<file path="config.mk">
export PLATFORM = sky130hd
export DESIGN_NAME = fetch_stage
export DESIGN_NICKNAME = d
export VERILOG_FILES = /design/src/rtl/fetch_stage_pkg.sv /design/src/rtl/fetch_stage_if_id_reg.sv /design/src/rtl/fetch_stage.sv
export SDC_FILE = /design/constraint.sdc
export NUM_CORES = 1
export LEC_CHECK = 0
export ABC_CLOCK_PERIOD_IN_PS = 5450
export CORE_MARGIN = 2
export CORE_UTILIZATION = 38
export CTS_CLUSTER_DIAMETER = 50
export DETAILED_ROUTE_END_ITERATION = 7
export PLACE_DENSITY = 0.71
export SLEW_MARGIN = 25
export SYNTH_ARGS = -nofsm -noshare
export SYNTH_HDL_FRONTEND = slang
export SYNTH_SLANG_ARGS = --single-unit
</file>
<file path="constraint.sdc">
create_clock -name clk -period 5.45 [get_ports clk]
set_input_delay 1.635 -clock clk [delete_from_list [all_inputs] [get_ports clk]]
set_output_delay 1.635 -clock clk [all_outputs]
set_load 0.1 [all_outputs]
</file>
<file path="src/rtl/fetch_stage_pkg.sv">
`default_nettype none
// ============================================================================
//  Module      : fetch_stage_pkg
//  Description : Shared constants for the 5-stage ARM pipeline: datapath width,
//                reset PC, the NOP encoding used for flushed slots and the PC
//                increment.
//  Revision    : 1.0 - initial release
// ============================================================================
package fetch_stage_pkg;

    // Register-file address length (16 architectural registers).
    localparam int unsigned c_REGFILE_ADDR_LEN = 4;

    localparam int unsigned c_WORD_LEN = 32;

    localparam logic [c_WORD_LEN-1:0] c_RESET_PC     = 32'h0000_0000;
    localparam logic [c_WORD_LEN-1:0] c_NOP_INSTR    = 32'h0000_0000;
    localparam logic [c_WORD_LEN-1:0] c_PC_INCREMENT = 32'd4;

endpackage
`default_nettype wire

</file>
<file path="src/rtl/fetch_stage_if_id_reg.sv">
`default_nettype none
// ============================================================================
//  Module      : if_id_reg
//  Description : Pipeline register carrying {pc, instr, valid}. Priority is
//                rst > flush > freeze > load. Reset and flush both insert a
//                bubble (zero pc, NOP instruction, valid low); freeze holds
//                every field, valid included.
//  Ports       : clk, rst       - clock, synchronous active-high reset
//                i_flush        - squash contents into a bubble
//                i_freeze       - hold contents
//                i_pc/i_instr/i_valid - next contents on a normal load
//                o_pc/o_instr/o_valid - registered contents
//  Revision    : 1.0 - initial release
// ============================================================================
module if_id_reg
    import fetch_stage_pkg::*;
#(
    parameter int unsigned DATA_W = c_WORD_LEN
) (
    input  logic              clk,
    input  logic              rst,
    input  logic              i_flush,
    input  logic              i_freeze,
    input  logic [DATA_W-1:0] i_pc,
    input  logic [DATA_W-1:0] i_instr,
    input  logic              i_valid,
    output logic [DATA_W-1:0] o_pc,
    output logic [DATA_W-1:0] o_instr,
    output logic              o_valid
);

    logic [DATA_W-1:0] r_pc;
    logic [DATA_W-1:0] r_instr;
    logic              r_valid;

    always_ff @(posedge clk) begin
        if (rst || i_flush) begin
            r_pc    <= '0;
            r_instr <= DATA_W'(c_NOP_INSTR);
            r_valid <= 1'b0;
        end else if (!i_freeze) begin
            r_pc    <= i_pc;
            r_instr <= i_instr;
            r_valid <= i_valid;
        end
    end

    assign o_pc    = r_pc;
    assign o_instr = r_instr;
    assign o_valid = r_valid;

endmodule
`default_nettype wire

</file>
<file path="src/rtl/fetch_stage.sv">
`default_nettype none
// ============================================================================
//  Module      : fetch_stage
//  Description : Instruction-fetch stage: PC register, PC+4 incrementer,
//                branch-target mux, IF/ID pipeline register and a saturating
//                count of hazard-stall cycles.
//  Ports       : clk, rst        - clock, synchronous active-high reset
//                freeze          - hazard stall: hold PC and IF/ID
//                branch_taken    - EXE redirect (wins over freeze)
//                branch_addr     - redirect target (low 2 bits ignored)
//                imem_addr       - instruction address (= PC, combinational)
//                imem_rdata      - asynchronous instruction memory data
//                if_id_pc/instr/valid - IF/ID register contents
//                stall_count     - saturating count of freeze cycles
//  Revision    : 1.0 - initial release
// ============================================================================
module fetch_stage
    import fetch_stage_pkg::*;
#(
    parameter int unsigned          WORD_LEN    = c_WORD_LEN,
    parameter logic [WORD_LEN-1:0]  RESET_PC    = c_RESET_PC,
    parameter int unsigned          STALL_CNT_W = 16
) (
    input  logic                   clk,
    input  logic                   rst,
    input  logic                   freeze,
    input  logic                   branch_taken,
    input  logic [WORD_LEN-1:0]    branch_addr,
    output logic [WORD_LEN-1:0]    imem_addr,
    input  logic [WORD_LEN-1:0]    imem_rdata,
    output logic [WORD_LEN-1:0]    if_id_pc,
    output logic [WORD_LEN-1:0]    if_id_instr,
    output logic                   if_id_valid,
    output logic [STALL_CNT_W-1:0] stall_count
);

    logic [WORD_LEN-1:0]    r_pc;
    logic [WORD_LEN-1:0]    w_pc_plus4;
    logic [WORD_LEN-1:0]    w_branch_target;
    logic [WORD_LEN-1:0]    w_pc_next;
    logic [STALL_CNT_W-1:0] r_stall_cnt;
    logic                   w_stall_cycle;

    // Natural wrap of the adder gives the required modulo-2^WORD_LEN behaviour.
    assign w_pc_plus4      = r_pc + WORD_LEN'(c_PC_INCREMENT);
    assign w_branch_target = branch_addr & ~WORD_LEN'(3);

    // A redirect in the same cycle as a hazard is not a stall: the held
    // instruction in ID is wrong-path and gets flushed anyway.
    assign w_stall_cycle = freeze && !branch_taken;

    always_comb begin
        w_pc_next = w_pc_plus4;
        if (branch_taken) begin
            w_pc_next = w_branch_target;
        end else if (freeze) begin
            w_pc_next = r_pc;
        end
    end

    always_ff @(posedge clk) begin
        if (rst) begin
            r_pc <= RESET_PC;
        end else begin
            r_pc <= w_pc_next;
        end
    end

    always_ff @(posedge clk) begin
        if (rst) begin
            r_stall_cnt <= '0;
        end else if (w_stall_cycle && (r_stall_cnt != '1)) begin
            r_stall_cnt <= r_stall_cnt + STALL_CNT_W'(1);
        end
    end

    if_id_reg #(
        .DATA_W (WORD_LEN)
    ) u_if_id_reg (
        .clk      (clk),
        .rst      (rst),
        .i_flush  (branch_taken),
        .i_freeze (freeze),
        .i_pc     (w_pc_plus4),
        .i_instr  (imem_rdata),
        .i_valid  (1'b1),
        .o_pc     (if_id_pc),
        .o_instr  (if_id_instr),
        .o_valid  (if_id_valid)
    );

    assign imem_addr   = r_pc;
    assign stall_count = r_stall_cnt;

endmodule
`default_nettype wire

</file>
==> key figures <==
Status
  – Outcome: finished, final reports clean

Route
  – WL final: 13.2 mm
  – DR WL/cell: 15.6 um
  – DRT iter0 DRCs: 170
  – Via count: 4367
  – Drc violations: 0
  – Vias per cell: 5.16
  – Routed Antenna Nets: 0
  – DRT Pass-1 Iters: 4

STA
  – Hold Vio Cnt, Final: 0
  – Max_slew headroom: 30.7%
  – Worst-Margin Slew: 1040 ps
  – Final WS setup: 1710 ps
  – Post-layout min period: 3740 ps
  – Final setup TNS: 0 ps
  – Final setup viols: 0
  – Max-slew violations: 0
  – Max frequency: 267 MHz
  – Clk_skew: 7.61 ps
  – Crit share post-route: 68.6%
  – Minimum hold slack: 447 ps
  – Unrepaired setup endpoints after global routing: false

Global route
  – Vias in the first global route: 4212
  – Total global-route track usage: 19.4%
  – Grt ovf: 0
  – Initial antenna violation count: 0
  – Largest net degree at the start of global routing: 53
  – First-pass GRT wire length: 20.7 mm

Clocking
  – CTS sink cnt: 109
  – CTS root buffer: clkbuf_16
  – CTS buffer count: 9
  – Hold_buf cts: 0
  – Clock Path Buffers: 2
  – H-tree depth: 3
  – Post-CTS Setup Inserts: 0
  – Worst-skew pair later-pin latency: 340 ps
  – CTS clk-pin slew, worst paths: 70 ps
  – CTS resizes: 0
  – CTS tree: done

Min path
  – Hold Path Depth: 2
  – Hold endpoint: u_if_id_reg.o_pc[25]
  – HP Start: u_if_id_reg.o_pc[25]
  – Hold WC Path Type: reg -> reg

Synthesis
  – Yosys cell types: 50
  – Yosys warnings: 0
  – Sequential area share after synthesis: 45.8%
  – Mapped Area: 4760 um2
  – Post-Syn Instances: 519
  – Async S/R FF share, synth: 0%
  – Synth Flop Type: dfxtp_1
  – Mapped Avg Cell Area: 9.18 um2
  – Number of synthesized flops with an enable pin: 0
  – Seq cells post-synth: 109

Layout
  – # diodes: 0
  – Post-Layout Inst Area: 6880 um2
  – Final #Nets: 744
  – Area grow syn2layout: 44.5%
  – Layout cells sized above 1: 6.33%
  – Layout fillers: 1093

Floorplanning
  – Core area: 12100 um2
  – X dimension of the die: 116 um
  – Initial Util: 39.3%
  – # IOs: 181
  – FP Rows: 40
  – Overall die area: 13400 um2
  – Die span in y: 116 um

Worst setup path
  – Crit Path Class: in -> reg
  – Critical Path Start Type: input pin
  – R2R setup slack: 2750 ps
  – Reg2Reg Depth: 6
  – Crit path DAT: 3950 ps
  – RR Startpoint: imem_addr[2]
  – Worst setup EP type: flop
  – Crit Path Max Fanout: 9
  – Data required, critical path: 5660 ps
  – R2r endpoint: imem_addr[24]

Pwr
  – Worst-case vdd ir drop: 0.124 mV
  – Lkg Pwr: 2.33 nW
  – Power density over the cells: 275 nW/um2

Run
  – Max-cap violation count: 0

Place
  – Setup WS pre-CTS: 1360 ps
  – GP Congestion: 0.790
  – DP Wirelength: 9.51 mm
  – DP Area: 6610 um2
  – Port bufs: 174
-- placed cells by master (no fill, tap or decap), types with 2 or more instances in the layout --
cell | Yosys | layout
nor4_1 | 12 | 12
nand3_1 | 10 | 10
a221o_1 | 2 | 2
clkinv_4 | 0 | 2
ha_1 | 2 | 2
and3_1 | 4 | 4
a21oi_1 | 12 | 12
o22ai_1 | 2 | 2
clkinvlp_4 | 0 | 2
or4_4 | 2 | 2
a22o_1 | 34 | 34
xor2_1 | 8 | 8
a21o_1 | 2 | 2
clkbuf_16 | 0 | 9
clkdlybuf4s50_1 | 0 | 173
nor3_1 | 23 | 22
nor4_4 | 2 | 2
nor3b_1 | 2 | 2
a211oi_1 | 15 | 15
inv_1 | 4 | 4
o21ai_0 | 26 | 26
nand2b_1 | 2 | 2
nor2_1 | 55 | 54
nor4_2 | 2 | 2
nand2_1 | 46 | 46
xnor2_1 | 52 | 52
conb_1 | 1 | 4
dfxtp_1 | 109 | 109
nor3_2 | 4 | 5
nand4_1 | 9 | 9
or3_1 | 8 | 8
buf_4 | 4 | 8
o21ai_1 | 3 | 3
mux2i_1 | 5 | 5
nor4b_1 | 2 | 2
a31oi_1 | 2 | 2
and4_1 | 4 | 4
-- kinds of logic after synthesis --
kind of cell | after synthesis | synth area share (%)
buf+inv | 45 | 4.28
mux | 5 | 1.05
compound gates | 103 | 15.2
xor+xnor | 60 | 11.0
flops | 109 | 45.8
other cells | 1 | 0.0787
fa+ha+maj | 2 | 0.525
simple gates | 194 | 22.1
-- critical path: stages --
cell and delay [ps]:
clkdlybuf4s50_1 630, nand2b_1 430, or3b_2 610, nor4_1 350, and4_1 240, nor3_1 50
-- area by class of cell --
| class | count | area (um2) | share of cell area [%] |
|---|---|---|---|
| multi-input combinational | 368 | 2400 | 34.9 |
| sequential | 109 | 2180 | 31.7 |
| timing repair buffer | 182 | 1800 | 26.1 |
| clock buffer | 10 | 229 | 3.33 |
| tap | 168 | 210 | 3.05 |
| clock inverter | 6 | 48.8 | 0.709 |
| inverter | 4 | 15.0 | 0.218 |
-- synthesized netlist by cell type (2+ instances only) --
library cell	number	area, um2
buf_4	4	30.0
nand4_1	9	56.3
xnor2_1	52	455
clkbuf_1	26	97.6
nor3_1	23	115
and4_1	4	35.0
inv_1	4	15.0
nor4_4	2	42.5
or3_1	8	50.1
nand3_1	10	50.1
nand2_1	46	173
a22o_1	34	298
buf_1	5	18.8
mux2i_1	5	50.1
nor4_2	2	25.0
buf_2	3	15.0
nor4b_1	2	17.5
a211oi_1	15	113
nor3_2	4	40.0
o21ai_1	3	15.0
a21o_1	2	15.0
buf_6	2	22.5
nor2_1	55	206
o21ai_0	26	130
xor2_1	8	70.1
a31oi_1	2	12.5
a21oi_1	12	60.1
nor4_1	12	75.1
a221o_1	2	20.0
or4_4	2	22.5
nor3b_1	2	15.0
nand2b_1	2	12.5
o22ai_1	2	12.5
dfxtp_1	109	2180
ha_1	2	25.0
and3_1	4	25.0
-- stage by stage --
| step | utilization (%) | total power, mW | std cells |
|---|---|---|---|
| final | 56.8 | 1.89 | 847 |
| after global routing | 56.8 | 1.96 | 847 |
| after CTS | 56.8 | 1.91 | 847 |
| after detailed placement | 54.5 | 1.29 | 831 |
| after global placement | 54.5 | 1.29 | 831 |
| after floorplan | - | 1.17 | 522 |
-- report_power, final --
group	switching (mW)	internal (mW)	total (mW)	leakage, nW
registers	0.0364	0.825	0.861	0.890
logic	0.290	0.124	0.414	1.31
clock network	0.303	0.315	0.618	0.131
total	0.630	1.26	1.89	2.33
-- registers in the layout, summed over array words and instances (netlist names) --
register	count
stall_count	16
imem_addr	30
u_if_id_reg.o_pc	30
u_if_id_reg.o_valid	1
u_if_id_reg.o_instr	32
-- worst max path at each step --
stage                 startpoint              end  slack (ps)
floorplan           branch_taken  stall_count[15]        2130
global placement    branch_taken  stall_count[15]        1400
detailed placement  branch_taken  stall_count[15]        1360
CTS                 branch_taken  stall_count[15]        1720
global route        branch_taken  stall_count[15]        1610
finish              branch_taken  stall_count[15]        1710
-- per-layer routing --
| layer | routed length (um) | track usage [%] |
|---|---|---|
| met1 | 5840 | 24.4 |
| met2 | 6130 | 31.6 |
| met3 | 961 | 4.97 |
| met4 | 286 | 8.10 |
| met5 | 0 | 0 |
(Power assumes the default switching activity.)
